<file path="src/rtl/tick_scheduler.sv">
// tick_scheduler: one shared prescaler feeding four independent tick channels.
// Each channel counts base ticks up to its programmed period and emits a
// single-cycle TICK strobe (periodic or one-shot). TICK/BUSY are clock enables.

// One timing channel: period/mode registers, base-tick counter, IDLE/RUN state.
module tick_chan #(
  parameter int PW = 16
) (
  input  logic          clk,
  input  logic          rst,
  input  logic          base_tick,
  input  logic          cfg_wr,
  input  logic [PW-1:0] cfg_period,
  input  logic          cfg_mode,
  input  logic          cfg_en,
  output logic          tick,
  output logic          busy
);
  typedef enum logic {IDLE = 1'b0, RUN = 1'b1} state_t;

  state_t        state_q, state_d;
  logic [PW-1:0] period_q, period_d;
  logic          mode_q, mode_d;
  logic [PW-1:0] cnt_q, cnt_d;
  logic          tick_q, tick_d;

  // Next-state: a config write always wins and restarts from cnt=0;
  // otherwise a running channel advances once per base tick.
  always_comb begin
    state_d  = state_q;
    period_d = period_q;
    mode_d   = mode_q;
    cnt_d    = cnt_q;
    tick_d   = 1'b0;
    if (cfg_wr) begin
      period_d = cfg_period;
      mode_d   = cfg_mode;
      cnt_d    = '0;
      state_d  = (cfg_en && (cfg_period != '0)) ? RUN : IDLE;
    end else if (state_q == RUN && base_tick) begin
      if (cnt_q == period_q - PW'(1)) begin
        tick_d = 1'b1;
        cnt_d  = '0;
        if (mode_q) state_d = IDLE;
      end else begin
        cnt_d = cnt_q + PW'(1);
      end
    end
  end

  // Channel registers, cleared asynchronously.
  always_ff @(posedge clk or posedge rst) begin
    if (rst) begin
      state_q  <= IDLE;
      period_q <= '0;
      mode_q   <= 1'b0;
      cnt_q    <= '0;
      tick_q   <= 1'b0;
    end else begin
      state_q  <= state_d;
      period_q <= period_d;
      mode_q   <= mode_d;
      cnt_q    <= cnt_d;
      tick_q   <= tick_d;
    end
  end

  // A write accepted this cycle cancels a strobe registered on the previous
  // base tick, so a stop issued on the completing base tick (and stalled one
  // cycle by the handshake) still suppresses that pulse.
  assign tick = tick_q & ~cfg_wr;
  assign busy = (state_q == RUN);
endmodule

module tick_scheduler #(
  parameter int PRESCALE = 100000,
  parameter int PW       = 16
) (
  input  logic          CLK,
  input  logic          RST,
  input  logic          CFG_VALID,
  output logic          CFG_READY,
  input  logic [1:0]    CFG_CH,
  input  logic [PW-1:0] CFG_PERIOD,
  input  logic          CFG_MODE,
  input  logic          CFG_EN,
  output logic          BASE_TICK,
  output logic [3:0]    TICK,
  output logic [3:0]    BUSY
);
  localparam int NUM_CH = 4;
  localparam int CW     = (PRESCALE > 1) ? $clog2(PRESCALE) : 1;
  localparam logic [CW-1:0] PMAX = CW'(PRESCALE - 1);

  logic [CW-1:0]     pcnt_q, pcnt_d;
  logic              cfg_acc;
  logic [NUM_CH-1:0] ch_wr;

  assign BASE_TICK = (pcnt_q == PMAX);
  // Writes are refused on base-tick cycles so a config never races a count step.
  assign CFG_READY = ~BASE_TICK;
  assign cfg_acc   = CFG_VALID & CFG_READY;

  // Prescaler wraps after PRESCALE cycles.
  always_comb begin
    pcnt_d = BASE_TICK ? '0 : pcnt_q + CW'(1);
  end

  // Prescaler register.
  always_ff @(posedge CLK or posedge RST) begin
    if (RST) pcnt_q <= '0;
    else     pcnt_q <= pcnt_d;
  end

  // Route an accepted write to the addressed channel only.
  always_comb begin
    ch_wr = '0;
    for (int i = 0; i < NUM_CH; i++)
      ch_wr[i] = cfg_acc && (CFG_CH == 2'(i));
  end

  for (genvar g = 0; g < NUM_CH; g++) begin : g_ch
    tick_chan #(.PW(PW)) u_ch (
      .clk        (CLK),
      .rst        (RST),
      .base_tick  (BASE_TICK),
      .cfg_wr     (ch_wr[g]),
      .cfg_period (CFG_PERIOD),
      .cfg_mode   (CFG_MODE),
      .cfg_en     (CFG_EN),
      .tick       (TICK[g]),
      .busy       (BUSY[g])
    );
  end
endmodule

</file>
<file path="config.mk">
export PLATFORM = sky130hd
export DESIGN_NAME = tick_scheduler
export DESIGN_NICKNAME = d
export VERILOG_FILES = /design/src/rtl/tick_scheduler.sv
export SDC_FILE = /design/constraint.sdc
export NUM_CORES = 1
export LEC_CHECK = 0
export ABC_CLOCK_PERIOD_IN_PS = 5400
export BUFFER_PORTS_ARGS = -buffer_cell sky130_fd_sc_hd__buf_2
export CORE_ASPECT_RATIO = 0.8
export CORE_MARGIN = 1.5
export CORE_UTILIZATION = 56
export CTS_CLUSTER_DIAMETER = 100
export DETAILED_ROUTE_END_ITERATION = 10
export PLACE_DENSITY = 0.85
export SLEW_MARGIN = 5
export SYNTH_ARGS = -nofsm -noshare
export SYNTH_HDL_FRONTEND = slang
export SYNTH_SLANG_ARGS = --single-unit
</file>
<file path="constraint.sdc">
create_clock -name CLK -period 5.4 [get_ports CLK]
set_input_delay 0.54 -clock CLK [delete_from_list [all_inputs] [get_ports CLK]]
set_output_delay 0.54 -clock CLK [all_outputs]
set_load 0.03 [all_outputs]
</file>
Word-level counts from Yosys, hierarchy flattened. Cells that the tools add are included.

Register bits: 157. Input bits: 23. Word-level logic and storage cells: 117.

$add $sub $neg: 9. Eq/ne operators: 8. Multiplexer cells: 42. Bitwise gates (word level): 10. Reductions and logical operators: 27.

Operators with widths (count): 16-bit 2-to-1 mux (12); 16-bit by 1-bit adder with 16-bit output (second input constant) (4); 16-bit == test (4); 16-bit by 1-bit subtractor with 16-bit output (second input constant) (4); 1-bit 2-to-1 mux (29); 2-bit nonzero test (12); 17-bit by 1-bit adder with 17-bit output (second input constant) (1); 17-bit == test (second input constant) (1); 17-bit 2-to-1 mux (1); 16-bit nonzero test (1); 3-bit AND reduction (4); 1-bit logical AND (9); 1-bit bitwise AND (5); 1-bit inverter (5); 2-bit == test (second input constant) (2); 2-bit by 1-bit == test with 1-bit output (second input constant) (1); 2-bit logical NOT (1).

Logic depth before layout (Yosys ltp).
Depth after elaboration: 6. Depth in mapped cells: 11. Gate-level depth less buffers: 10.

Modules after synthesis. A second synthesis with hierarchy kept.

Cell total of the unflattened synthesis: 974. Area total of the unflattened synthesis: 9755.6 um^2.

Modules (own cells, without submodules): tick_chan (g_ch[1].u_ch ...) (instances 3, cells an instance 226, area an instance 2239.6 um^2); tick_chan (g_ch[0].u_ch) (instances 1, cells an instance 215, area an instance 2158.3 um^2); tick_scheduler (instances 1, cells an instance 81, area an instance 878.3 um^2).

Worst setup path before layout. OpenSTA, ideal clock, no wires.

Path kind: flip-flop to flip-flop. From: register g_ch[0].u_ch.period_q[0]. To: register g_ch[0].u_ch.cnt_q[5]. Library setup time: 0.135 ns. Data arrival time: 3.070 ns. Path slack: 2.196 ns. Stages on the path, launching flop included: 12. Path buffers: 1. Clock period less this slack: 3.204 ns. Path through: dfrtp_1 > inv_1 > ha_1 > or3b_4 > or4_4 > a2111oi_4 > nand4_1 > or4_1 > o21a_2 > buf_6 > a31oi_1 > o31ai_1.

Cells in the longest elaborated chain, start to end: 5.

Ends and longest elaborated chain: start: declaration (line 22) `logic [PW-1:0] period_q, period_d;`; start signal: assignment (line 61) `period_q <= period_d;`; 16-bit by 1-bit subtractor with 16-bit output (line 41) `if (cnt_q == period_q - PW'(1)) begin`; 16-bit == test (line 41); 16-bit 2-to-1 mux (line 41); 16-bit 2-to-1 mux (line 40) `end else if (state_q == RUN && base_tick) begin`; 16-bit 2-to-1 mux (line 35) `if (cfg_wr) begin`; end signal: assignment (line 63) `cnt_q <= cnt_d;`; end: declaration (line 24) `logic [PW-1:0] cnt_q, cnt_d;`.

Every way passes these cells. The select of a mux whose other input is x is not followed. A chain may end at the register's enable or synchronous reset.

Worst setup path in the final report.
From: register g_ch[2].u_ch.period_q[0]. To: register g_ch[2].u_ch.cnt_q[7].

Cells in the longest elaborated chain, start to end: 5.

Ends and longest elaborated chain (line): start: declaration (22); start signal: assignment (61); 16-bit by 1-bit subtractor with 16-bit output (41); 16-bit == test (41); 16-bit 2-to-1 mux (41); 16-bit 2-to-1 mux (40); 16-bit 2-to-1 mux (35); end signal: assignment (63); end: declaration (24).

Every way passes these cells. The select of a mux whose other input is x is not followed.

==> flow_metrics.py <==
metrics = {
    "power": {
        "pwr-share-seq": 0.417,
        "clkPwrFrac": 0.410,
        "comb_power_share": 0.173,
        "p_int_w": 0.00241,
        "power.leakage_nw": 4.48,
        "powerDensity_nw_per_um2": 325,
        "p_sw_w": 0.00101,
        "swShare": 0.295,
        "ir_worst_vdd_v": 0.000216,
        "p_total_w": 0.00342,
    },
    "synthesis": {
        "async_reset_ff_frac": 1.00,
        "synthMuxAreaShare": 0.0174,
        "ys_types": 77,
        "syn_nets": 1165,
        "synth_warnings": 0,
        "ys_seq_elements": 157,
        "synth_compound_area_frac": 0.0992,
        "ys_seq_area_frac": 0.411,
        "synth_top_area_share": 0.411,
        "synthFlopType": "dfrtp_1",
        "synth-simple-area-share": 0.316,
        "synth_cells": 1133,
        "synth-xor-area-share": 0.108,
        "synth.largest_area_cell": "dfrtp_1",
        "synth_edf_count": 0,
        "syn_area_um2": 9550,
        "synth_area_leaders": "dfrtp_1 41%, nand2_1 9.9%, xnor2_1 6.4%",
        "avgSynthCellArea_um2": 8.43,
        "synth_top_family_by_area": "simple AND/OR/NAND/NOR gates",
        "synthAdderAreaFrac": 0.0118,
    },
    "routing": {
        "dr_wl_met2_mm": 10.9,
        "vias": 8436,
        "drt-met1-wl_mm": 10.6,
        "antenna_left": 0,
        "detail_route.wl_per_cell_um": 17.5,
        "top_layer_used": "met4",
        "wirelength_mm": 24.1,
        "first_iter_violations": 847,
        "vias_per_cell": 6.14,
        "drcViolationCount": 0,
        "dr.pass1.iters": 7,
        "wl_met3_mm": 2.14,
    },
    "final_layout": {
        "layout.cells.non_filler": 1373,
        "final_common_cell": "nand2_1",
        "fin_nets": 1172,
        "antenna_cells": 0,
        "area_delta_synth_final_pct": 10.2,
        "final_layout_size_suffix_gt1_frac": 0.0980,
        "layout.cells.most_common_list": "251 x nand2_1, 157 x dfrtp_1, 76 x nor2_1",
        "fin_area_um2": 10500,
        "final_util": 0.634,
        "fill_cells": 1323,
    },
    "timing": {
        "skew_ns": 0.00607,
        "slew_headroom": 0.219,
        "finalMaxSlewViolations": 0,
        "rsz0062_at_grt": "false",
        "hold_violations": 0,
        "setup_tns_ns": 0,
        "max_slew.worst_pin.slew_ns": 1.17,
        "period_needed_ns": 3.79,
        "clock.fmax_ghz": 0.264,
        "finalCritPeriodShare": 0.702,
        "setup_viol": 0,
    },
    "clocking": {
        "worstSkewPairLatency_ns": 0.44,
        "post-cts-setup-buffers": 0,
        "cts.repair.resized": 0,
        "cts_tree": "built",
        "clkTransAtPathRegs_ns": 0.06,
        "ctsHoldBuffers": 0,
        "cts_htree_levels": 4,
        "cts_root_buf": "clkbuf_16",
        "cts_buffers": 17,
        "max-clock-path-buffers": 2,
        "cts.sinks": 157,
    },
    "critical_path": {
        "cp_max_fo": 9,
        "cp-end-kind": "register",
        "critPathKind": "reg2reg",
        "required_ns": 5.71,
        "arrival_ns": 4.10,
        "start_kind": "register",
    },
    "place": {
        "gp_congestion": 0.983,
        "port_buffers": 32,
        "dpl_cell_area_um2": 9830,
        "dp.cells": 1341,
        "dpl.hpwl_mm": 16.6,
    },
    "die": {
        "rows": 42,
        "initial_core_util": 0.575,
        "dieArea_um2": 17900,
        "die_h_um": 120,
        "coreArea_um2": 16600,
        "pin_count": 33,
        "die-width_um": 149,
    },
    "run": {
        "cap_violations": 0,
    },
    "global_route": {
        "antenna_found_initial": 0,
        "track_usage": 0.285,
        "grt_overflow_total": 0,
        "grt_pass1_wl_mm": 40.3,
        "grt_pass1_vias": 7937,
        "grt_max_degree": 96,
    },
    "min_path": {
        "hold_path_class": "in2async",
    },
    "outcome": {
        "outcome": "finished, final reports clean",
    },
}
[state kept, by name (all words and copies together) (netlist names)]
name                cells
g_ch.u_ch.tick_q        4
g_ch.u_ch.mode_q        4
g_ch.u_ch.cnt_q        64
g_ch.u_ch.period_q     64
g_ch.u_ch.busy          4
pcnt_q                 17
[power by group through the flow]
stage	Clock, W	Sequential (W)	Combinational (W)
after floorplan	0	0.00138	0.000475
after global placement	0	0.00143	0.000550
after detailed placement	0	0.00144	0.000570
after CTS	0.00141	0.00142	0.000583
after global routing	0.00147	0.00144	0.000658
final	0.00140	0.00143	0.000590
[per-stage QoR]
stage / hold slack [ns] / worst slack (ns)
floorplan: 0.425 / 0.625
global placement: 0.432 / 2.05
detailed placement: 0.437 / 1.95
CTS: 0.334 / 1.67
global route: 0.393 / 1.36
finish: 0.296 / 1.61
[area by class of cell]
| cell class | instances | area, µm² | share of cell area |
|---|---|---|---|
| multi-input cells | 900 | 5320 | 0.505 |
| flip-flops and latches | 157 | 3930 | 0.373 |
| clock buffers | 19 | 453 | 0.0430 |
| well taps | 220 | 275 | 0.0262 |
| clock inverters | 13 | 235 | 0.0224 |
| repair buffers | 40 | 220 | 0.0209 |
| inverters | 24 | 95.1 | 0.00904 |
[layer usage]
metal	track usage	vias up
met4	0.0848	0
met2	0.433	347
li1	-	3964
met3	0.0700	55
met5	0	-
met1	0.403	4070
[Yosys cell counts, types with 5 or more instances]
cell type  count
clkbuf_1      37
and2_1        22
nand3b_1      10
buf_4          8
nor4_1        24
ha_1           9
nand2_1      251
nor2b_1       15
a21oi_1        9
and3_1        17
xnor2_1       70
inv_1         24
o21ai_0       50
nand4_1       23
o31ai_1       17
dfrtp_1      157
or3_1         21
or4_1         13
or2_2         11
mux2_2        13
nand3_1       55
a31oi_1       19
nor3_1        49
nor2_1        76
xor2_1        48
o211ai_1       5
[kinds of logic (layout without fill, tap and decap cells)]
kind of cell	Yosys count	count (layout)
XOR/XNOR	118	118
AO/OA/AOI/OAI	141	141
multiplexers	15	15
AND/OR/NAND/NOR	617	617
buffers and inverters	76	96
flip-flops	157	157
adder cells (fa/ha/maj)	9	9
[critical path, cell delays in order, from the launching register on]
cell	delay, ns
dfrtp_1	0.41
inv_1	0.09
ha_1	0.23
or4b_1	0.57
nor4_1	0.42
xnor2_1	0.21
or3b_1	0.43
nor4_1	0.25
nand4_1	0.43
a21oi_2	0.51
nor2_1	0.10
[final timing paths]
kind / slack (ns) / start / depth (start not counted) / end
max: 1.61 / g_ch[2].u_ch.period_q[0] / 10 / g_ch[2].u_ch.cnt_q[7]
min: 0.30 / RST / 2 / g_ch[2].u_ch.period_q[10]
max reg2reg: 1.61 / g_ch[2].u_ch.period_q[0] / 10 / g_ch[2].u_ch.cnt_q[7]
min reg2reg: 0.45 / g_ch[2].u_ch.mode_q / 1 / g_ch[2].u_ch.busy
max in group asynchronous: 3.79 / RST / 3 / g_ch[3].u_ch.period_q[8]
min in group CLK: 0.40 / CFG_MODE / 3 / g_ch[2].u_ch.mode_q
No activity file was read; power rests on OpenSTA's default activity.
